==> config.mk <==
export PLATFORM = sky130hd
export DESIGN_NAME = scr1_pipe_lsu_mo
export DESIGN_NICKNAME = d
export VERILOG_FILES = /design/src/rtl/scr1_pipe_lsu_mo.sv
export SDC_FILE = /design/constraint.sdc
export NUM_CORES = 1
export LEC_CHECK = 0
export CAP_MARGIN = 0
export CORE_MARGIN = 2
export CORE_UTILIZATION = 34
export DETAILED_ROUTE_END_ITERATION = 10
export GPL_TIMING_DRIVEN = 0
export PLACE_DENSITY_LB_ADDON = 0.08
export SYNTH_ARGS = -nofsm -noshare
export SYNTH_HDL_FRONTEND = slang
export SYNTH_SLANG_ARGS = --single-unit
==> constraint.sdc <==
create_clock -name clk -period 2.6 [get_ports clk]
set_clock_uncertainty 0.15 [all_clocks]
set_input_delay 0.52 -clock clk [delete_from_list [all_inputs] [get_ports clk]]
set_output_delay 0.52 -clock clk [all_outputs]
set_load 0.005 [all_outputs]
==> src/rtl/scr1_pipe_lsu_mo.sv <==
// Pipelined LSU with up to OUTSTD in-flight DMEM accesses tracked in an in-order FIFO.
// Define SCR1_LSU_ERR_ADDR_EN to keep full addresses per entry and report lsu2exu_err_addr_o.
module scr1_pipe_lsu_mo #(
   parameter int OUTSTD = 2,
   parameter int AWIDTH = 32
) (
   input  logic              clk,
   input  logic              rst_n,
   input  logic              exu2lsu_req_i,
   input  logic [3:0]        exu2lsu_cmd_i,
   input  logic [AWIDTH-1:0] exu2lsu_addr_i,
   input  logic [31:0]       exu2lsu_sdata_i,
   input  logic              exu2lsu_flush_i,
   output logic              lsu2exu_ack_o,
   output logic              lsu2exu_rdy_o,
   output logic [31:0]       lsu2exu_ldata_o,
   output logic              lsu2exu_exc_o,
   output logic [3:0]        lsu2exu_exc_code_o,
   output logic              lsu2exu_busy_o,
   output logic              lsu2dmem_req_o,
   output logic              lsu2dmem_cmd_o,
   output logic [1:0]        lsu2dmem_width_o,
   output logic [AWIDTH-1:0] lsu2dmem_addr_o,
   output logic [31:0]       lsu2dmem_wdata_o,
   input  logic              dmem2lsu_req_ack_i,
   input  logic [31:0]       dmem2lsu_rdata_i,
   input  logic [1:0]        dmem2lsu_resp_i
`ifdef SCR1_LSU_ERR_ADDR_EN
   ,
   output logic [AWIDTH-1:0] lsu2exu_err_addr_o
`endif
);

   typedef enum logic [3:0] {
      LSU_CMD_NONE = 4'd0,
      LSU_CMD_LB   = 4'd1,
      LSU_CMD_LH   = 4'd2,
      LSU_CMD_LW   = 4'd3,
      LSU_CMD_LBU  = 4'd4,
      LSU_CMD_LHU  = 4'd5,
      LSU_CMD_SB   = 4'd6,
      LSU_CMD_SH   = 4'd7,
      LSU_CMD_SW   = 4'd8
   } type_scr1_lsu_cmd_sel_e;

   localparam logic       MEM_CMD_RD   = 1'b0;
   localparam logic       MEM_CMD_WR   = 1'b1;
   localparam logic [1:0] MEM_W_BYTE   = 2'd0;
   localparam logic [1:0] MEM_W_HWORD  = 2'd1;
   localparam logic [1:0] MEM_W_WORD   = 2'd2;
   localparam logic [1:0] MEM_RESP_NR  = 2'd0;
   localparam logic [1:0] MEM_RESP_OK  = 2'd1;
   localparam logic [1:0] MEM_RESP_ER  = 2'd2;

   localparam logic [3:0] EXC_LD_MSLGN = 4'd4;
   localparam logic [3:0] EXC_LD_FAULT = 4'd5;
   localparam logic [3:0] EXC_ST_MSLGN = 4'd6;
   localparam logic [3:0] EXC_ST_FAULT = 4'd7;

   localparam int PW = (OUTSTD > 1) ? $clog2(OUTSTD) : 1;
   localparam int CW = $clog2(OUTSTD + 1);

   typedef struct packed {
      type_scr1_lsu_cmd_sel_e cmd;
      logic [1:0]             off;
`ifdef SCR1_LSU_ERR_ADDR_EN
      logic [AWIDTH-1:0]      addr;
`endif
   } fifo_entry_t;

   fifo_entry_t             r_mem [OUTSTD];
   logic [OUTSTD-1:0]       r_vld;
   logic [OUTSTD-1:0]       r_kill;
   logic [PW-1:0]           r_wptr;
   logic [PW-1:0]           r_rptr;
   logic [CW-1:0]           r_cnt;

   type_scr1_lsu_cmd_sel_e  w_cmd;
   fifo_entry_t             w_head;
   fifo_entry_t             w_new;
   logic                    w_empty, w_full;
   logic                    w_is_st, w_head_st;
   logic                    w_mslgn, w_mslgn_exc;
   logic                    w_push, w_pop, w_resp_vis;
   logic [31:0]             w_rsh_b, w_rsh_h;

   function automatic logic [PW-1:0] next_ptr(input logic [PW-1:0] p);
      return (p == PW'(OUTSTD - 1)) ? '0 : p + 1'b1;
   endfunction

   assign w_cmd     = type_scr1_lsu_cmd_sel_e'(exu2lsu_cmd_i);
   assign w_empty   = (r_cnt == '0);
   assign w_full    = (r_cnt == CW'(OUTSTD));
   assign w_head    = r_mem[r_rptr];
   assign w_is_st   = w_cmd inside {LSU_CMD_SB, LSU_CMD_SH, LSU_CMD_SW};
   assign w_head_st = w_head.cmd inside {LSU_CMD_SB, LSU_CMD_SH, LSU_CMD_SW};

   assign w_mslgn = ((w_cmd inside {LSU_CMD_LH, LSU_CMD_LHU, LSU_CMD_SH}) & exu2lsu_addr_i[0])
                  | ((w_cmd inside {LSU_CMD_LW, LSU_CMD_SW}) & (|exu2lsu_addr_i[1:0]));
   // A misaligned access waits for older accesses to retire so exceptions stay in order.
   assign w_mslgn_exc = exu2lsu_req_i & w_mslgn & w_empty;

   assign lsu2dmem_req_o = rst_n & exu2lsu_req_i & ~w_mslgn & ~w_full & ~exu2lsu_flush_i;
   assign w_push         = lsu2dmem_req_o & dmem2lsu_req_ack_i;
   assign lsu2exu_ack_o  = w_push;
   assign w_pop          = (dmem2lsu_resp_i != MEM_RESP_NR) & ~w_empty;
   assign w_resp_vis     = w_pop & ~r_kill[r_rptr] & ~exu2lsu_flush_i;
   assign lsu2exu_busy_o = ~w_empty;

   assign lsu2dmem_addr_o = exu2lsu_addr_i;
   assign lsu2dmem_cmd_o  = w_is_st ? MEM_CMD_WR : MEM_CMD_RD;
   assign w_rsh_b = dmem2lsu_rdata_i >> {w_head.off, 3'b000};
   assign w_rsh_h = dmem2lsu_rdata_i >> {w_head.off[1], 4'b0000};

   always_comb begin
      w_new     = '0;
      w_new.cmd = w_cmd;
      w_new.off = exu2lsu_addr_i[1:0];
`ifdef SCR1_LSU_ERR_ADDR_EN
      w_new.addr = exu2lsu_addr_i;
`endif
   end

   always_ff @(posedge clk or negedge rst_n) begin
      if (!rst_n) begin
         r_vld  <= '0;
         r_kill <= '0;
         r_wptr <= '0;
         r_rptr <= '0;
         r_cnt  <= '0;
      end else begin
         if (exu2lsu_flush_i) r_kill <= r_kill | r_vld;
         if (w_push) begin
            r_vld[r_wptr]  <= 1'b1;
            r_kill[r_wptr] <= 1'b0;
            r_wptr         <= next_ptr(r_wptr);
         end
         if (w_pop) begin
            r_vld[r_rptr] <= 1'b0;
            r_rptr        <= next_ptr(r_rptr);
         end
         if (w_push && !w_pop)      r_cnt <= r_cnt + 1'b1;
         else if (w_pop && !w_push) r_cnt <= r_cnt - 1'b1;
      end
   end

   // NOTE: payload storage has no reset; r_vld/r_kill alone decide whether an entry means anything.
   always_ff @(posedge clk) begin
      if (w_push) r_mem[r_wptr] <= w_new;
   end

   // NOTE: every output of this block gets a default first, so no path can infer a latch.
   always_comb begin
      lsu2dmem_width_o   = MEM_W_WORD;
      lsu2dmem_wdata_o   = exu2lsu_sdata_i;
      lsu2exu_rdy_o      = 1'b0;
      lsu2exu_exc_o      = 1'b0;
      lsu2exu_exc_code_o = '0;
      lsu2exu_ldata_o    = '0;
`ifdef SCR1_LSU_ERR_ADDR_EN
      lsu2exu_err_addr_o = '0;
`endif
      case (w_cmd)
         LSU_CMD_LB, LSU_CMD_LBU: lsu2dmem_width_o = MEM_W_BYTE;
         LSU_CMD_SB: begin
            lsu2dmem_width_o = MEM_W_BYTE;
            lsu2dmem_wdata_o = {4{exu2lsu_sdata_i[7:0]}};
         end
         LSU_CMD_LH, LSU_CMD_LHU: lsu2dmem_width_o = MEM_W_HWORD;
         LSU_CMD_SH: begin
            lsu2dmem_width_o = MEM_W_HWORD;
            lsu2dmem_wdata_o = {2{exu2lsu_sdata_i[15:0]}};
         end
         default: ;
      endcase

      if (w_mslgn_exc) begin
         lsu2exu_rdy_o      = 1'b1;
         lsu2exu_exc_o      = 1'b1;
         lsu2exu_exc_code_o = w_is_st ? EXC_ST_MSLGN : EXC_LD_MSLGN;
`ifdef SCR1_LSU_ERR_ADDR_EN
         lsu2exu_err_addr_o = exu2lsu_addr_i;
`endif
      end else if (w_resp_vis) begin
         lsu2exu_rdy_o = 1'b1;
         if (dmem2lsu_resp_i == MEM_RESP_ER) begin
            lsu2exu_exc_o      = 1'b1;
            lsu2exu_exc_code_o = w_head_st ? EXC_ST_FAULT : EXC_LD_FAULT;
`ifdef SCR1_LSU_ERR_ADDR_EN
            lsu2exu_err_addr_o = w_head.addr;
`endif
         end else if (dmem2lsu_resp_i == MEM_RESP_OK) begin
            case (w_head.cmd)
               LSU_CMD_LB:  lsu2exu_ldata_o = {{24{w_rsh_b[7]}}, w_rsh_b[7:0]};
               LSU_CMD_LBU: lsu2exu_ldata_o = {24'd0, w_rsh_b[7:0]};
               LSU_CMD_LH:  lsu2exu_ldata_o = {{16{w_rsh_h[15]}}, w_rsh_h[15:0]};
               LSU_CMD_LHU: lsu2exu_ldata_o = {16'd0, w_rsh_h[15:0]};
               LSU_CMD_LW:  lsu2exu_ldata_o = dmem2lsu_rdata_i;
               default:     lsu2exu_ldata_o = '0;
            endcase
         end
      end
   end

   // A DMEM response with nothing outstanding indicates a broken memory-side protocol.
   a_resp_needs_entry: assert property (@(posedge clk) disable iff (!rst_n)
      (dmem2lsu_resp_i != MEM_RESP_NR) |-> !w_empty);

endmodule
==> results_dict.tcl, run 1 <==
set metrics [dict create \
    final_area_um2 5480 \
    cts.reportedPaths.clkPinSlew_ps 70 \
    h-tree-depth 1 \
    arrival_ps 2400 \
    drtPass1Iterations 6 \
    postSynthAreaPerCell_um2 8.79 \
    final_setup_violation_count 34 \
    holdCritPathClass "in2async" \
    via_count_of_the_first_global_routing_pass 3357 \
    die-height_um 92.1 \
    max-cap-violations 0 \
    period_share_pct 118 \
    ir_drop_mv 0.255 \
    synthesis.nets 408 \
    grt_start_max_net_pins 12 \
    dr_total_vias 3360 \
    tritoncts.num_buffers 3 \
    run_status "finished with violations" \
    antenna_violations_before_repair 0 \
    powerDensity_nw_per_um2 428 \
    synthToLayoutAreaGrowth_pct 108 \
    synth_enable_flop_cells 12 \
    fmax_mhz 325 \
    syn_area_um2 2640 \
    postCtsHoldBufs 0 \
    wire_per_inst_um 17.7 \
    critical_path.endpoint_type "primary output" \
    synth_async_sr_flop_share_pct 40.0 \
    ff2ff_path_depth 5 \
    drt-vias-per-instance 5.16 \
    cts.sink_count 20 \
    finish.net_count 658 \
    antenna_cells_inserted 0 \
    design.portCount 215 \
    fin_worst_hold_slack_ps 143 \
    netlist_instances 300 \
    clk_path_buf_depth 2 \
    clock_tree.root_cell "sky130_fd_sc_hd__clkbuf_8" \
    dpl-instance-area_um2 4600 \
    gr-total-overflow 0 \
    grt_util_all_layers_pct 24.2 \
    drc 0 \
    dp_hpwl_mm 7.82 \
    cp-start-kind "flip-flop" \
    grt_first_pass_wirelength_mm 16.8 \
    num_rows 32 \
    final_core_util_pct 72.0 \
    violations "negative setup slack" \
    worst_pin_slew_ps 527 \
    clock_latency_ps 250 \
    port-buffer-count 183 \
    synth_top_flop_cell "sky130_fd_sc_hd__edfxtp_1" \
    yosys_warnings 0 \
    gp_congestion 0.899 \
    slew-limit-headroom_pct 64.6 \
    die_width_um 92.1 \
    grt_setup_unrepaired "yes" \
    hold_viol 0 \
    ys_ff_latch 20 \
    synth-seq-area-share_pct 21.3 \
    share_of_cells_above_drive_strength_1_pct 47.2 \
    setup.worst_path.class "reg2out" \
    distinct_cells_synth 60 \
    cts_tree "yes" \
    ant_nets 0 \
    drt_iter0_markers 152 \
    total_wire_length_mm 11.5 \
    initial_core_util_pct 34.7 \
    required_ps 1930 \
    p_leak_nw 2.37 \
    core-area_um2 7610 \
    layout_min_cycle_time_ps 3070 \
    critical_path.max_fanout 8 \
    total_power_mw 2.35 \
    place_worst_setup_slack_ps -1170 \
    setup_slack_ps -475 \
    layout.filler_cells 551 \
    timing_max_transition_violations_final 0 \
    design.die.area_um2 8470 \
]
-- synthesized netlist by cell type (5+ instances only) --
master                     count  area share, %
sky130_fd_sc_hd__nand2_1      32            4.6
sky130_fd_sc_hd__mux2_2       31             13
sky130_fd_sc_hd__o21ai_0      20            3.8
sky130_fd_sc_hd__a22oi_1       7            2.0
sky130_fd_sc_hd__buf_2         6            1.1
sky130_fd_sc_hd__edfxtp_1     12             14
sky130_fd_sc_hd__a21oi_1      27            5.1
sky130_fd_sc_hd__a32oi_1       7            2.3
sky130_fd_sc_hd__dfrtp_1       8            7.6
sky130_fd_sc_hd__clkbuf_1      5           0.71
sky130_fd_sc_hd__nor2_1       10            1.4
sky130_fd_sc_hd__inv_1         8            1.1
sky130_fd_sc_hd__mux2i_1      10            3.8
sky130_fd_sc_hd__a21oi_2       9            3.0
sky130_fd_sc_hd__buf_4        43             12
-- metrics by stage --
stage | setup TNS [ps] | cells
3_5_place_dp | -56430 | 585
5_1_grt | -15200 | 651
6_report | -12090 | 651
4_1_cts | -9520 | 632
2_1_floorplan | 0 | 300
3_3_place_gp | -54660 | 585
-- power by group --
part	internal (mW)	switching, mW
Combinational	0.987	0.701
Clock	0.105	0.0968
Sequential	0.400	0.0566
-- per-layer routing --
metal	up-vias	track usage [%]	routed length (µm)
met2	186	43.4	5980
met4	0	8.46	323
met3	30	6.00	950
li1	1560	-	-
met5	-	0	0
met1	1584	28.0	4240
-- path summary, 6_finish.rpt --
check                          start             endpoint  slack, ps
min reg2reg                r_kill[0]            r_kill[0]        350
max reg2reg                 r_cnt[0]          r_mem[0][0]        510
min in group clk           r_kill[0]            r_kill[0]        350
min                            rst_n               r_wptr        140
max                           r_rptr  lsu2exu_ldata_o[16]       -470
max in group asynchronous      rst_n             r_cnt[1]       1860
-- state kept, by name, indices dropped and copies added (netlist names) --
name    cells
r_rptr      1
r_kill      2
r_mem      12
r_cnt       2
r_wptr      1
r_vld       2
-- layout by cell type, fill, tap and decap left out, drive strengths merged, types with 11 or more instances in the layout --
cell           instances
buf                  151
clkdlybuf4s50        118
a21oi                 37
nand2                 32
mux2                  32
o21ai                 22
dlygate4sd2           16
mux2i                 13
edfxtp                12
clkbuf                11
-- area by class of cell --
type	count	area (µm²)	share of cell area [%]
Tap cell	102	128	2.33
Buffer	57	510	9.32
Timing Repair Buffer	245	2250	41.2
Clock buffer	3	41.3	0.754
Clock inverter	1	3.75	0.0685
Multi-Input combinational cell	215	1950	35.6
Sequential cell	20	561	10.2
Inverter	8	30.0	0.548
-- timing repair --
item | 4_1_cts | 5_1_grt
buffers inserted | 40 | 18
gates cloned | 3 | 2
gates resized for setup | 260 | 52
pin swaps | 20 | 11
setup endpoints to repair | 82 | 62
-- cell families after synthesis --
kind of cell,Yosys count,synth area share (%)
fa+ha+maj,1,0.475
other cells,1,0.142
simple gates,68,13.8
xor+xnor,8,2.66
compound gates,91,24.4
mux,46,20.7
flops,20,21.3
buf+inv,65,16.5
-- worst max-delay path, cell delays in order (launching register included) --
cell	delay, ps
sky130_fd_sc_hd__dfrtp_1	340
sky130_fd_sc_hd__buf_6	150
sky130_fd_sc_hd__buf_6	120
sky130_fd_sc_hd__mux2i_4	290
sky130_fd_sc_hd__buf_6	170
sky130_fd_sc_hd__mux2i_1	420
sky130_fd_sc_hd__o21a_4	230
sky130_fd_sc_hd__buf_12	120
sky130_fd_sc_hd__buf_4	120
sky130_fd_sc_hd__a21oi_1	60
sky130_fd_sc_hd__buf_2	120
Power figures use the tool's default switching activity.
==> inputs of run 2 (changes only) <==
--- a/config.mk
+++ b/config.mk
@@ -6,6 +6,7 @@
 export NUM_CORES = 1
 export LEC_CHECK = 0
 export CAP_MARGIN = 0
+export CORE_ASPECT_RATIO = 2
 export CORE_MARGIN = 2
 export CORE_UTILIZATION = 34
 export DETAILED_ROUTE_END_ITERATION = 10
==> run 2 against run 1 <==
  * The run still ends with negative setup slack left
  * Flip-flop and latch count unchanged
  * Worst setup slack better by 100 ps
  * First-iteration DRC count down 38%
  * Final cell count down 2.6%
  * Sequential share of layout area up 0.27 points
  * Final area down 2.6%
  * Die area up 0.51%
  * Largest cell class unchanged
==> results_dict.tcl, run 2 (synthesis results as in run 1) <==
set metrics [dict create \
    die-height_um 129 \
    grt_setup_unrepaired "yes" \
    max-cap-violations 0 \
    wire_per_inst_um 17.2 \
    critical_path.max_fanout 8 \
    dp_hpwl_mm 7.95 \
    violations "negative setup slack" \
    top_usage_layer "met2" \
    globalRouteMet3Util_pct 6.03 \
    cts_tree "yes" \
    powerDensity_nw_per_um2 436 \
    holdCritPathClass "in2async" \
    ir_drop_mv 0.274 \
    required_ps 1930 \
    critical-path-slowest-cell "sky130_fd_sc_hd__dfrtp_1" \
    layout_min_cycle_time_ps 2970 \
    max_flop_register "r_mem" \
    final_cell_mix "109 x sky130_fd_sc_hd__clkdlybuf4s50_1, 79 x sky130_fd_sc_hd__buf_4, 36 x sky130_fd_sc_hd__buf_2" \
    drtPass1Iterations 4 \
    critical_path.endpoint_type "primary output" \
    postCtsHoldBufs 0 \
    cpMostUsedCell "sky130_fd_sc_hd__buf_6" \
    cp_cell_sequence "buf_6 > buf_8 > buf_6 > nor4b_2 > a31oi_1 > nand3b_1 > nand4b_1 > buf_6 > clkbuf_16 > a21oi_1 > buf_2" \
    design.die.area_um2 8520 \
    drc 0 \
    setup.worst_path.class "reg2out" \
    core-area_um2 7540 \
    clock_tree.root_cell "sky130_fd_sc_hd__clkbuf_16" \
    clk_path_buf_depth 2 \
    setup_slack_ps -371 \
    synthToLayoutAreaGrowth_pct 103 \
    run_status "finished with violations" \
    drt_iter0_markers 95 \
    fmax_mhz 337 \
    total_wire_length_mm 10.9 \
    p_leak_nw 2.32 \
    period_share_pct 114 \
    gr-total-overflow 0 \
    gp_congestion 0.817 \
    num_rows 45 \
    antenna_cells_inserted 0 \
    antenna_violations_before_repair 0 \
    cts.sink_count 20 \
    initial_core_util_pct 34.9 \
    cp-start-kind "flip-flop" \
    layout_commonest_cell "sky130_fd_sc_hd__clkdlybuf4s50_1" \
    cts.reportedPaths.clkPinSlew_ps 50 \
    globalRouteMet1Util_pct 18.1 \
    share_of_cells_above_drive_strength_1_pct 46.5 \
    die_width_um 66.3 \
    grt_start_max_net_pins 12 \
    grt_util_all_layers_pct 23.7 \
    final_setup_violation_count 36 \
    slowest_delay_ps 380 \
    ant_nets 0 \
    groute.layer.met2.usage_pct 47.9 \
    grt_first_pass_wirelength_mm 15.9 \
    h-tree-depth 1 \
    via_count_of_the_first_global_routing_pass 3557 \
    arrival_ps 2300 \
    dr_total_vias 3335 \
    port-buffer-count 183 \
    clock_latency_ps 250 \
    drt-vias-per-instance 5.26 \
    finish.net_count 649 \
    largest_register_ffs 12 \
    hold_viol 0 \
    place_worst_setup_slack_ps -1170 \
    design.portCount 215 \
    timing_max_transition_violations_final 0 \
    tritoncts.num_buffers 3 \
    final_core_util_pct 70.8 \
]
[run 2: cell types whose count changed in the layout (fill, tap and decap cells not counted), moves of 5 or more]
cell and change:
sky130_fd_sc_hd__a21oi_2 +7, sky130_fd_sc_hd__dlygate4sd2_1 +10, sky130_fd_sc_hd__buf_4 -5, sky130_fd_sc_hd__clkdlybuf4s50_1 -9
sky130_fd_sc_hd__a21oi_1 -6, sky130_fd_sc_hd__clkbuf_16 +5
[run 2: cell type report]
cell class,count,area [µm²]
fillers,628,2210
repair buffers,237,2150
multi-input cells,215,1900
flip-flops and latches,20,561
plain buffers,56,503
well taps,94,118
clock buffers,4,78.8
inverters,8,30.0
[run 2: path summary, 6_finish.rpt]
kind / start / to / depth (start not counted) / slack [ps]
setup / recovery: r_rptr / lsu2exu_ldata_o[3] / 11 / -370
hold / removal: rst_n / r_rptr / 1 / 120
setup reg to reg: r_cnt[0] / r_mem[0][5] / 5 / 510
hold reg to reg: r_wptr / r_wptr / 1 / 360
max in group asynchronous: rst_n / r_kill[1] / 1 / 1900
min in group clk: exu2lsu_cmd_i[0] / r_mem[0][2] / 1 / 300
[run 2: stage by stage]
stage | area (µm²) | cells | hold WS, ps | setup TNS (ps) | power (mW)
6_report | 5340 | 634 | 118 | -11300 | 2.33
5_1_grt | 5340 | 634 | 137 | -13320 | 2.46
4_1_cts | 5180 | 626 | 127 | -10830 | 2.26
3_5_place_dp | 4590 | 577 | 327 | -58630 | 1.60
3_3_place_gp | 4590 | 577 | 321 | -56700 | 1.59
2_1_floorplan | 2640 | 300 | 74.4 | 0 | 1.14
[run 2: power by group]
part | switching (mW) | total (mW) | internal (mW) | leakage, nW
clock | 0.102 | 0.311 | 0.208 | 0.0382
sequential | 0.0568 | 0.458 | 0.401 | 0.207
combinational | 0.673 | 1.56 | 0.886 | 2.08
total | 0.832 | 2.33 | 1.50 | 2.32
[run 2: layer usage]
layer	share of wire, %	up-vias
met5	0	-
met1	28	1556
met2	58	196
met4	4.9	0
met3	8.5	38
li1	-	1545
[run 2: timing repair]
action,in CTS,in global routing
pin swaps,15,10
setup buffers,43,10
cloned,2,3
resized for setup,288,29
endpoints found under the setup margin,84,39
[run 2: worst max-delay path: cells and delay by family (launching register included)]
kind / cells / cell delay, ps
buffers and inverters: 6 / 900
and+or+nand+nor: 3 / 530
AOI/OAI and AO/OA: 2 / 230
DFF: 1 / 380
==> inputs of run 3 (changes only) <==
--- a/config.mk
+++ b/config.mk
@@ -6,12 +6,15 @@
 export NUM_CORES = 1
 export LEC_CHECK = 0
 export CAP_MARGIN = 0
+export CELL_PAD_IN_SITES_DETAIL_PLACEMENT = 1
+export CELL_PAD_IN_SITES_GLOBAL_PLACEMENT = 2
 export CORE_ASPECT_RATIO = 2
 export CORE_MARGIN = 2
-export CORE_UTILIZATION = 34
+export CORE_UTILIZATION = 17
 export DETAILED_ROUTE_END_ITERATION = 10
-export GPL_TIMING_DRIVEN = 0
+export GPL_TIMING_DRIVEN = 1
 export PLACE_DENSITY_LB_ADDON = 0.08
+export SLEW_MARGIN = 10
 export SYNTH_ARGS = -nofsm -noshare
 export SYNTH_HDL_FRONTEND = slang
 export SYNTH_SLANG_ARGS = --single-unit
==> run 3 against run 2 <==
  * Power fell by 0.34%
  * Flip-flop and latch count unchanged
  * Sequential power is essentially flat
  * Largest cell class unchanged
  * Core utilization shrank 37 points
  * Clock power hardly changed
  * Worst hold slack gained 45 ps
  * Maximum frequency down 1.1%
  * First-iteration DRC count is 58% lower
  * The flow still finishes with violations (negative setup slack)
  * Register-to-register slack lost 50 ps
  * Global-route usage is 8.6 points lower
  * Sequential share of layout area rose by 0.38 points
==> results_dict.tcl, run 3 (synthesis results as in run 1) <==
set metrics [dict create \
    critical_path.max_fanout 6 \
    largest_register_ffs 12 \
    cts_tree "yes" \
    drtPass1Iterations 4 \
    wire_per_inst_um 18.0 \
    required_ps 1930 \
    max-cap-violations 0 \
    design.die.area_um2 16600 \
    setup_slack_ps -402 \
    period_share_pct 115 \
    drc 0 \
    final_cell_mix "97 x sky130_fd_sc_hd__clkdlybuf4s50_1, 84 x sky130_fd_sc_hd__buf_4, 36 x sky130_fd_sc_hd__buf_2" \
    cp-endpoint "lsu2exu_ldata_o[29]" \
    grt_util_all_layers_pct 15.1 \
    clock_latency_ps 250 \
    startpoint "r_rptr" \
    layout_commonest_cell "sky130_fd_sc_hd__clkdlybuf4s50_1" \
    final_setup_violation_count 33 \
    h-tree-depth 1 \
    run_status "finished with violations" \
    grt_start_max_net_pins 32 \
    final_area_um2 5160 \
    ff2ff_path_depth 11 \
    num_rows 64 \
    drt_iter0_markers 40 \
    grt_setup_unrepaired "yes" \
    arrival_ps 2330 \
    grt_first_pass_wirelength_mm 19.4 \
    tritoncts.num_buffers 3 \
    die_width_um 92.1 \
    cts.sink_count 20 \
    placedCellCount 673 \
    hold_viol 0 \
    dp_hpwl_mm 10.2 \
    final_core_util_pct 33.9 \
    cp-start-kind "flip-flop" \
    worstReg2RegStart "r_cnt[0]" \
    setup.worst_path.class "reg2out" \
    setup.reg_to_reg.worst_slack_ps 460 \
    regToRegEndpoint "r_cnt[1]" \
    max_flop_register "r_mem" \
    die-height_um 180 \
    layout_min_cycle_time_ps 3000 \
    critical_path.endpoint_type "primary output" \
    total_power_mw 2.32 \
    gr-total-overflow 0 \
    synthToLayoutAreaGrowth_pct 95.8 \
    ir_drop_mv 0.225 \
    p_leak_nw 2.16 \
    postCtsHoldBufs 0 \
    dpl-instance-area_um2 4650 \
    design.portCount 215 \
    core-area_um2 15200 \
    fin_cells 704 \
    holdCritPathClass "in2async" \
    antenna_cells_inserted 0 \
    gp_congestion 0.779 \
    port-buffer-count 153 \
    clk_path_buf_depth 2 \
    timing_max_transition_violations_final 0 \
    clock_tree.root_cell "sky130_fd_sc_hd__clkbuf_16" \
    initial_core_util_pct 17.3 \
    powerDensity_nw_per_um2 449 \
    drt-vias-per-instance 4.37 \
    total_wire_length_mm 12.7 \
    violations "negative setup slack" \
    finish.net_count 615 \
    cts.reportedPaths.clkPinSlew_ps 50 \
    dr_total_vias 3074 \
    fmax_mhz 333 \
    ant_nets 0 \
    share_of_cells_above_drive_strength_1_pct 49.4 \
    via_count_of_the_first_global_routing_pass 3514 \
    antenna_violations_before_repair 0 \
]
run 3: cell types whose count changed in the layout (fill, tap and decap cells not counted), moves of 4 or more:
cell,delta
sky130_fd_sc_hd__buf_4,+5
sky130_fd_sc_hd__buf_6,-4
sky130_fd_sc_hd__clkdlybuf4s50_1,-12
sky130_fd_sc_hd__dlygate4sd2_1,-14
sky130_fd_sc_hd__mux2_2,-5
sky130_fd_sc_hd__mux2_4,+5
sky130_fd_sc_hd__o21ai_0,-8
sky130_fd_sc_hd__o21ai_1,+4
sky130_fd_sc_hd__o21ai_2,+4
run 3: final cells by class:
| type | count | area (µm²) |
|---|---|---|
| flip-flops and latches | 20 | 562 |
| fillers | 1781 | 10100 |
| inverters | 8 | 30.0 |
| repair buffers | 259 | 2310 |
| clock inverters | 1 | 3.75 |
| well taps | 198 | 248 |
| clock buffers | 3 | 75.1 |
| multi-input cells | 215 | 1930 |
run 3: worst max-delay path: stages, from the launching register on:
cell	delay (ps)
sky130_fd_sc_hd__dfrtp_2	420
sky130_fd_sc_hd__buf_6	130
sky130_fd_sc_hd__mux2i_4	280
sky130_fd_sc_hd__mux4_2	570
sky130_fd_sc_hd__nand3_2	100
sky130_fd_sc_hd__o21a_4	150
sky130_fd_sc_hd__buf_12	130
sky130_fd_sc_hd__buf_8	110
sky130_fd_sc_hd__a21oi_2	40
sky130_fd_sc_hd__buf_2	130
run 3: how the worst min path moves through the flow:
stage	endpoint	slack, ps	cells past startpoint
after floorplan	r_cnt[0]	70	0
after global placement	r_wptr	320	1
after detailed placement	r_kill[0]	330	2
after CTS	r_cnt[1]	170	2
after global routing	r_cnt[1]	180	2
final	r_cnt[1]	160	2
run 3: metrics by stage:
stage | hold WS, ps | worst slack (ps) | TNS, ps
after floorplan | 74.4 | 132 | 0
after global placement | 322 | -732 | -35580
after detailed placement | 327 | -771 | -36660
after CTS | 173 | -429 | -12220
after global routing | 176 | -480 | -13860
final | 163 | -402 | -10850
run 3: metal layers:
| metal | vias up | share of wire (%) | global-route usage, % |
|---|---|---|---|
| li1 | 1472 | - | - |
| met1 | 1457 | 27 | 11.5 |
| met2 | 136 | 65 | 34.9 |
| met3 | 9 | 6.4 | 3.18 |
| met4 | 0 | 1.5 | 3.34 |
| met5 | - | 0 | 0 |
run 3: power breakdown:
part | total (mW) | switching, mW | leakage, nW | internal, mW
clock | 0.311 | 0.106 | 0.0385 | 0.205
sequential | 0.455 | 0.0517 | 0.206 | 0.403
combinational | 1.55 | 0.680 | 1.92 | 0.873
total | 2.32 | 0.838 | 2.16 | 1.48
run 3: repair_timing:
item,in CTS,in global routing
setup buffers,21,7
pin swaps,23,15
gates cloned,2,0
setup endpoints to repair,80,46
gates resized for setup,246,35
hold endpoints to repair,0,0
